[config.mk]
export PLATFORM = sky130hd
export DESIGN_NAME = countdown_bcd_timer
export DESIGN_NICKNAME = d
export VERILOG_FILES = /design/src/rtl/countdown_bcd_timer.sv
export SDC_FILE = /design/constraint.sdc
export NUM_CORES = 1
export LEC_CHECK = 0
export ABC_AREA = 0
export CORE_MARGIN = 2
export CORE_UTILIZATION = 30
export CTS_CLUSTER_DIAMETER = 50
export DETAILED_ROUTE_END_ITERATION = 8
export PLACE_DENSITY_LB_ADDON = 0.05
export SKIP_CTS_REPAIR_TIMING = 1
export SYNTH_ARGS = -nofsm -noshare
export SYNTH_HDL_FRONTEND = slang
export SYNTH_SLANG_ARGS = --single-unit
[constraint.sdc]
create_clock -name i_clk -period 5 [get_ports i_clk]
set_input_delay 0.5 -clock i_clk [delete_from_list [all_inputs] [get_ports i_clk]]
set_output_delay 0.5 -clock i_clk [all_outputs]
set_load 0.01 [all_outputs]
[src/rtl/countdown_bcd_timer.sv]
// countdown_bcd_timer: four-digit MM:SS BCD countdown timer with preset load,
// start/pause/resume and a one-cycle done pulse when the count reaches 00:00.
//
// Ports:
//   i_clk          system clock, rising-edge active
//   i_rst_n        asynchronous active-low reset
//   i_enable       global clock enable; low freezes every register (done drops)
//   i_load         load i_load_digits (clamped to valid BCD) as new preset
//   i_load_digits  preset {min tens, min units, sec tens, sec units}
//   i_start        start or resume the countdown
//   i_stop         pause the countdown
//   o_digits       current value, same nibble order as i_load_digits
//   o_running      high while counting
//   o_expired      high after reaching 00:00 until the next load
//   o_done         one-cycle pulse registered with the first 00:00
module countdown_bcd_timer #(
    parameter int unsigned TICKS_PER_SEC = 50000000
) (
    input  logic        i_clk,
    input  logic        i_rst_n,
    input  logic        i_enable,
    input  logic        i_load,
    input  logic [15:0] i_load_digits,
    input  logic        i_start,
    input  logic        i_stop,
    output logic [15:0] o_digits,
    output logic        o_running,
    output logic        o_expired,
    output logic        o_done
);

    localparam int unsigned PW = (TICKS_PER_SEC > 2) ? $clog2(TICKS_PER_SEC) : 1;
    localparam logic [PW-1:0] P_LAST = PW'(TICKS_PER_SEC - 1);

    typedef enum logic [1:0] {
        S_IDLE    = 2'd0,
        S_RUN     = 2'd1,
        S_PAUSE   = 2'd2,
        S_EXPIRED = 2'd3
    } state_t;

    state_t        r_state, w_state_nxt;
    logic [15:0]   r_digits, w_digits_nxt;
    logic [PW-1:0] r_presc, w_presc_nxt;
    logic          r_done, w_done_nxt;
    logic          r_running, r_expired;

    logic [15:0]   w_clamped;
    logic [15:0]   w_dec;
    logic          w_is_zero;

    // Clamp each preset digit to its legal BCD range.
    always_comb begin
        w_clamped[15:12] = (i_load_digits[15:12] > 4'd9) ? 4'd9 : i_load_digits[15:12];
        w_clamped[11:8]  = (i_load_digits[11:8]  > 4'd9) ? 4'd9 : i_load_digits[11:8];
        w_clamped[7:4]   = (i_load_digits[7:4]   > 4'd5) ? 4'd5 : i_load_digits[7:4];
        w_clamped[3:0]   = (i_load_digits[3:0]   > 4'd9) ? 4'd9 : i_load_digits[3:0];
    end

    // One-second borrow chain; only consumed when the count is non-zero.
    always_comb begin
        w_dec = r_digits;
        if (r_digits[3:0] != 4'd0) begin
            w_dec[3:0] = r_digits[3:0] - 4'd1;
        end else begin
            w_dec[3:0] = 4'd9;
            if (r_digits[7:4] != 4'd0) begin
                w_dec[7:4] = r_digits[7:4] - 4'd1;
            end else begin
                w_dec[7:4] = 4'd5;
                if (r_digits[11:8] != 4'd0) begin
                    w_dec[11:8] = r_digits[11:8] - 4'd1;
                end else begin
                    w_dec[11:8]  = 4'd9;
                    w_dec[15:12] = r_digits[15:12] - 4'd1;
                end
            end
        end
    end

    assign w_is_zero = (r_digits == 16'h0000);

    // Next-state logic: Load > Stop > Start > prescaler tick.
    always_comb begin
        w_state_nxt  = r_state;
        w_digits_nxt = r_digits;
        w_presc_nxt  = r_presc;
        w_done_nxt   = 1'b0;
        if (i_enable) begin
            if (i_load) begin
                w_digits_nxt = w_clamped;
                w_state_nxt  = S_IDLE;
                w_presc_nxt  = '0;
            end else if (i_stop) begin
                // Stop always blocks Start; prescaler holds so resume finishes the second.
                if (r_state == S_RUN) begin
                    w_state_nxt = S_PAUSE;
                end
            end else if (i_start && (r_state == S_IDLE || r_state == S_PAUSE) && !w_is_zero) begin
                w_state_nxt = S_RUN;
            end else if (r_state == S_RUN) begin
                if (r_presc == P_LAST) begin
                    w_presc_nxt  = '0;
                    w_digits_nxt = w_dec;
                    if (w_dec == 16'h0000) begin
                        w_state_nxt = S_EXPIRED;
                        w_done_nxt  = 1'b1;
                    end
                end else begin
                    w_presc_nxt = r_presc + PW'(1);
                end
            end
        end
    end

    // State and output registers.
    always_ff @(posedge i_clk or negedge i_rst_n) begin
        if (!i_rst_n) begin
            r_state   <= S_IDLE;
            r_digits  <= 16'h0000;
            r_presc   <= '0;
            r_done    <= 1'b0;
            r_running <= 1'b0;
            r_expired <= 1'b0;
        end else begin
            r_state   <= w_state_nxt;
            r_digits  <= w_digits_nxt;
            r_presc   <= w_presc_nxt;
            r_done    <= w_done_nxt;
            r_running <= (w_state_nxt == S_RUN);
            r_expired <= (w_state_nxt == S_EXPIRED);
        end
    end

    assign o_digits  = r_digits;
    assign o_running = r_running;
    assign o_expired = r_expired;
    assign o_done    = r_done;

endmodule

==> run_results.csv, run 1 <==
group,metric,value,unit
setup_path,crit_path_cell_trace,"nor4b_1 -> nand3_1 -> o21ai_1 -> nand2_1 -> a22o_2",
timing,min_period,2.65,ns
synthesis,yosysWarningCount,0,
placed_design,port_buffers,40,
synthesis,proportion_of_synthesized_flip_flops_having_asynchronous_set_or_reset,100,%
synthesis,mean_area_per_synthesized_cell,9.05,µm²
clock_network,numCtsBuffers,5,
placed_design,hpwlAfterDp,5500,µm
grt,global_route_wire_length_before_repair,12900,µm
synthesis,synth.top_cells.by_count,"dfrtp_1 (47), nor2_1 (31), nand2_1 (25)",
clock_network,htreeDepth,2,
floorplan,die_w,100,µm
setup_path,timing.setup.critical_path_class,"reg2reg",
setup_path,crit_fanout,9,
route,vias_post_dr,2448,
synthesis,synthCells,307,
synthesis,yosys.cell_count.top_type,"dfrtp_1",
synthesis,ys_ff_latch,47,
setup_path,critical_path.max_stage_delay,0.69,ns
finish,fin_nets,373,
floorplan,ioPinCount,41,
timing,timing.max_slew.rel_slack,52.7,%
grt,antenna_found_initial,0,
synthesis,combinational_family_with_the_most_area_after_synthesis,"simple AND/OR/NAND/NOR gates",
grt,global_route.usage.total,16.3,%
setup_path,r2r_start,"r_presc[16]",
setup_path,rrSetupSlack,2.35,ns
route,initialDrtViolationCount,86,
floorplan,core-area,0.00911,mm²
timing,timing_worst_slew_pin_value,0.692,ns
clock_network,cts_buffer_depth,2,
route,route.detailed.vias_per_inst,5.33,
clock_network,cts.clk_slew.worst_paths,0.09,ns
finish,flow.area_growth_from_synthesis,21.9,%
grt,grt_max_degree,48,
hold_path,min_path_type,"in2async",
timing,grt_setup_unrepaired,"no",
synthesis,synthesized_area_fraction_occupied_by_ao_oa_aoi_and_oai_cells,16.3,%
placed_design,pre_cts_slack,2.03,ns
pwr,pwr_density_cell,265,mW/mm²
placed_design,gp_congestion,0.760,
pwr,leakage,1.39,nW
setup_path,worst_ep_required_time,5.19,ns
finish,final_core_utilization,37.2,%
floorplan,fp-row-count,35,
clock_network,tritoncts,"yes",
timing,maxClockFrequency,377,MHz
synthesis,post_synth_main_area_contributors,"dfrtp_1 (42%), xor2_1 (6.3%), nor2_1 (4.2%)",
finish,layout-drive-gt1-share,7.47,%
timing,final_setup_skew,0.00749,ns
timing,timing.final.ws_setup,2.35,ns
timing,finalCritPeriodShare,53.1,%
setup_path,critical_path.reg2reg.endpoint,"o_digits[0]",
synthesis,yosys.cell_types.count,59,
synthesis,synth_simple_gate_area_share,27.9,%
route,drt-pass1-iter-count,4,
synthesis,yosys.area_share.adder,1.35,%
status,run_status,"completed",
route,routed_wire_length_per_instance,16.7,µm
clock_network,clock-root-buffer,"clkbuf_8",
synthesis,synth.cell_area,0.00278,mm²
synthesis,ys_seq_area_share,42.3,%
floorplan,floorplan.initialDensity,30.5,%
synthesis,parity_gate_share_of_the_synthesized_area_counting_xor_and_xnor_cells,6.94,%
clock_network,clock_sinks,47,
synthesis,synthDominantCellAreaShare,42.3,%
finish,instances_no_fill,459,
grt,vias_in_the_first_global_route,2458,
setup_path,endpoint_kind,"flop",
route,totalWireLength,7650,µm
setup_path,worst_path_max_delay_cell,"o21ai_1",
clock_network,worst_skew_pair.late_latency,0.30,ns
synthesis,synthesis.nets,332,
finish,num_antenna_cells,0,
flow_run,maxCapViolations,0,
timing,final.setup.tns,0,ns
placed_design,dp_cells,452,
setup_path,setup.worst_path.start_class,"flop",
floorplan,die_area,0.0100,mm²
route,drc_errors,0,
setup_path,cells_on_worst_reg2reg_path,5,
timing,timing.final.max_slew_violations,0,
synthesis,synth_edf_count,0,
grt,overflow,0,
timing,finalHoldViolCount,0,
timing,setup-violations-final,0,
pwr,power.ir.vdd_worst,0.000123,V
setup_path,worst-endpoint-arrival,2.84,ns
synthesis,synth_ff_type,"dfrtp_1",
synthesis,mux_contribution_to_synthesized_area,1.85,%
floorplan,dieHeight,100,µm
route,ant_nets,0,
synthesis,yosys.area.top_type,"dfrtp_1",
per-stage QoR:
| stage | area (µm²) | hold slack [ns] | power, mW |
|---|---|---|---|
| 2_1_floorplan | 2780 | 0.204 | 0.560 |
| 3_3_place_gp | 3300 | 0.496 | 0.672 |
| 3_5_place_dp | 3300 | 0.510 | 0.670 |
| 4_1_cts | 3390 | 0.327 | 0.914 |
| 5_1_grt | 3390 | 0.358 | 0.952 |
| 6_report | 3390 | 0.296 | 0.897 |
worst max-delay path by stage:
stage / startpoint / end / cells after the start
2_1_floorplan: r_presc[0] / o_digits[9] / 6
3_3_place_gp: i_load / o_digits[0] / 6
3_5_place_dp: i_load / r_presc[4] / 6
4_1_cts: r_presc[16] / r_presc[10] / 6
5_1_grt: r_presc[16] / o_digits[0] / 5
6_report: r_presc[16] / o_digits[0] / 5
worst max-delay path, delay by kind of cell, from the launching register on:
| family | cells | cell delay, ns |
|---|---|---|
| simple gates | 3 | 1.12 |
| compound gates | 2 | 1.00 |
| flops | 1 | 0.44 |
registers in the layout, indices dropped and copies added (netlist names):
signal	count
o_expired	1
r_presc	26
o_done	1
o_running	1
o_digits	16
r_state	2
where the power goes:
group	total, mW	leakage, nW	switching [mW]	internal, mW
Combinational	0.205	0.714	0.101	0.104
Clock	0.236	0.0470	0.127	0.109
Sequential	0.456	0.626	0.0503	0.406
Total	0.897	1.39	0.279	0.618
cell usage in the layout (no fill, tap or decap), drive strengths merged, types with 9 or more instances in the layout:
cell type / count
nand3: 18
xor2: 20
a21oi: 23
dfrtp: 47
nor2: 31
clkdlybuf4s50: 39
nand2: 25
nand4: 11
nor3: 9
o21ai: 19
kinds of logic after synthesis:
logic type,Yosys count
XOR/XNOR,22
AND/OR/NAND/NOR,138
flip-flops,47
buffers and inverters,21
multiplexers,5
adder cells (fa/ha/maj),3
AO/OA/AOI/OAI,71
cell type report:
type	instances	area, µm²
Timing Repair Buffer	46	440
Sequential cell	47	1180
Multi-Input combinational cell	239	1510
Clock buffer	6	82.6
Clock inverter	1	5.00
Tap cell	111	139
Fill cell	948	5720
Inverter	9	33.8
per-layer routing:
layer  GRT usage, %  wire length, µm  part of all wire [%]  vias up
li1               -                -                     -     1209
met4           5.06              146                   1.9        0
met2           26.8             3620                    47       42
met5              0                0                     0        -
met3           2.79              179                   2.3        9
met1           21.9             3700                    48     1188
Note: power is estimated with default switching activity, not from simulation.
==> run 2: changes to the inputs <==
==> constraint.sdc (replaced) <==
create_clock -name i_clk -period 2.6 [get_ports i_clk]
set_input_delay 0.26 -clock i_clk [delete_from_list [all_inputs] [get_ports i_clk]]
set_output_delay 0.26 -clock i_clk [all_outputs]
set_load 0.01 [all_outputs]
==> run_results.csv, run 2 (synthesis results as in run 1) <==
group,metric,value,unit
status,run_status,"completed",
grt,global_route_wire_length_before_repair,12500,µm
grt,global_route.usage.total,15.9,%
route,ant_nets,0,
finish,fin_nets,382,
clock_network,tritoncts,"yes",
placed_design,placed_area,0.00337,mm²
finish,num-fill-cells,955,
timing,timing.max_slew.rel_slack,56.9,%
setup_path,critical_path.max_stage_delay,0.52,ns
clock_network,htreeDepth,2,
setup_path,cells_on_worst_reg2reg_path,5,
clock_network,cts_buffer_depth,2,
setup_path,worst-endpoint-arrival,2.45,ns
timing,maxClockFrequency,444,MHz
timing,grt_setup_unrepaired,"no",
setup_path,setup.worst_path.start_class,"flop",
setup_path,crit_path_cell_trace,"nor4_4 -> nand4_4 -> or3_1 -> a32oi_1 -> and3b_1",
timing,timing_worst_slew_pin_value,0.646,ns
route,drt-pass1-iter-count,4,
setup_path,startpoint,"o_digits[1]",
finish,layout.cells.most_common,"dfrtp_1",
hold_path,min_path_type,"in2async",
route,initialDrtViolationCount,88,
finish,layout-drive-gt1-share,10.1,%
placed_design,port_buffers,40,
finish,most_used_cells_in_the_layout_excluding_fill_and_tap_cells,"dfrtp_1 (47), clkdlybuf4s50_1 (39), nor2_1 (31)",
pwr,pwr_density_cell,512,mW/mm²
floorplan,fp-row-count,35,
floorplan,core-area,0.00911,mm²
flow_run,maxCapViolations,0,
setup_path,endpoint_kind,"flop",
route,vias_post_dr,2487,
placed_design,gp_congestion,0.819,
timing,finalHoldViolCount,0,
grt,grt_max_degree,48,
floorplan,die_w,100,µm
pwr,leakage,1.43,nW
finish,ff_latch_area,0.00118,mm²
finish,flow.area_growth_from_synthesis,24.8,%
timing,finalCritPeriodShare,86.6,%
pwr,power.ir.vdd_worst,0.000210,V
finish,num_antenna_cells,0,
clock_network,clock-root-buffer,"clkbuf_8",
setup_path,worst_ep_required_time,2.80,ns
finish,multi_input_area,0.00151,mm²
setup_path,timing.setup.critical_path_class,"reg2reg",
clock_network,numCtsBuffers,5,
clock_network,cts.clk_slew.worst_paths,0.10,ns
grt,overflow,0,
route,totalWireLength,7720,µm
grt,antenna_found_initial,0,
route,route.detailed.vias_per_inst,5.30,
floorplan,die_area,0.0100,mm²
setup_path,worst_path_max_delay_cell,"nor4_4",
timing,final.setup.tns,0,ns
finish,largest_register_ff_count,26,
finish,layout.cell_area.non_filler,0.00347,mm²
setup_path,crit_fanout,7,
clock_network,clock_sinks,47,
setup_path,r2r_start,"o_digits[1]",
timing,final_setup_skew,0.00554,ns
route,routed_wire_length_per_instance,16.5,µm
placed_design,hpwlAfterDp,5530,µm
clock_network,worst_skew_pair.late_latency,0.30,ns
timing,setup-violations-final,0,
timing,timing.final.max_slew_violations,0,
floorplan,dieHeight,100,µm
grt,vias_in_the_first_global_route,2413,
floorplan,floorplan.initialDensity,30.5,%
floorplan,ioPinCount,41,
finish,final_core_utilization,38.0,%
finish,max_flop_register,"r_presc",
timing,min_period,2.25,ns
route,drc_errors,0,
## run 2: cell types whose count changed in the layout (fill, tap and decap cells not counted)
cell	before	now
buf_4	6	15
clkinv_2	1	0
clkinv_4	0	1
clkinvlp_4	0	1
## run 2: power by group
group	internal [mW]	switching [mW]	total, mW
sequential	0.781	0.0886	0.869
clock	0.218	0.275	0.493
combinational	0.208	0.203	0.411
total	1.21	0.566	1.77
## run 2: final cells by class
type	instances	area share, %
Multi-Input combinational cell	239	43.6
Sequential cell	47	33.9
Timing Repair Buffer	55	14.7
Tap cell	111	4.01
Clock buffer	6	2.38
Inverter	9	0.975
Clock inverter	2	0.469
## run 2: layer usage
layer	up-vias	track usage, %	share of wire [%]
li1	1230	-	-
met1	1204	22.7	50
met2	46	25.2	46
met3	7	2.44	2.9
met4	0	4.00	1.1
met5	-	0	0
## run 2: final timing paths
check	end	slack, ns
max	o_running	0.35
min	r_presc[14]	0.04
max reg2reg	o_running	0.35
min reg2reg	r_presc[1]	0.51
max in group asynchronous	o_digits[15]	2.11
min in group i_clk	r_presc[1]	0.51
## run 2: through the flow
step	hold WS [ns]	power (mW)	setup WS, ns	std cells
3_3_place_gp	0.422	1.30	0.335	461
2_1_floorplan	-0.0356	1.08	0.539	307
6_report	0.0433	1.77	0.348	469
3_5_place_dp	0.422	1.30	0.337	461
5_1_grt	0.111	1.87	0.209	469
4_1_cts	0.0839	1.80	0.337	469
## run 2: critical path, delay by kind of cell, from the launching register on
kind | cells | cell delay [ns]
flip-flops | 1 | 0.48
AND/OR/NAND/NOR | 4 | 1.34
AO/OA/AOI/OAI | 1 | 0.33
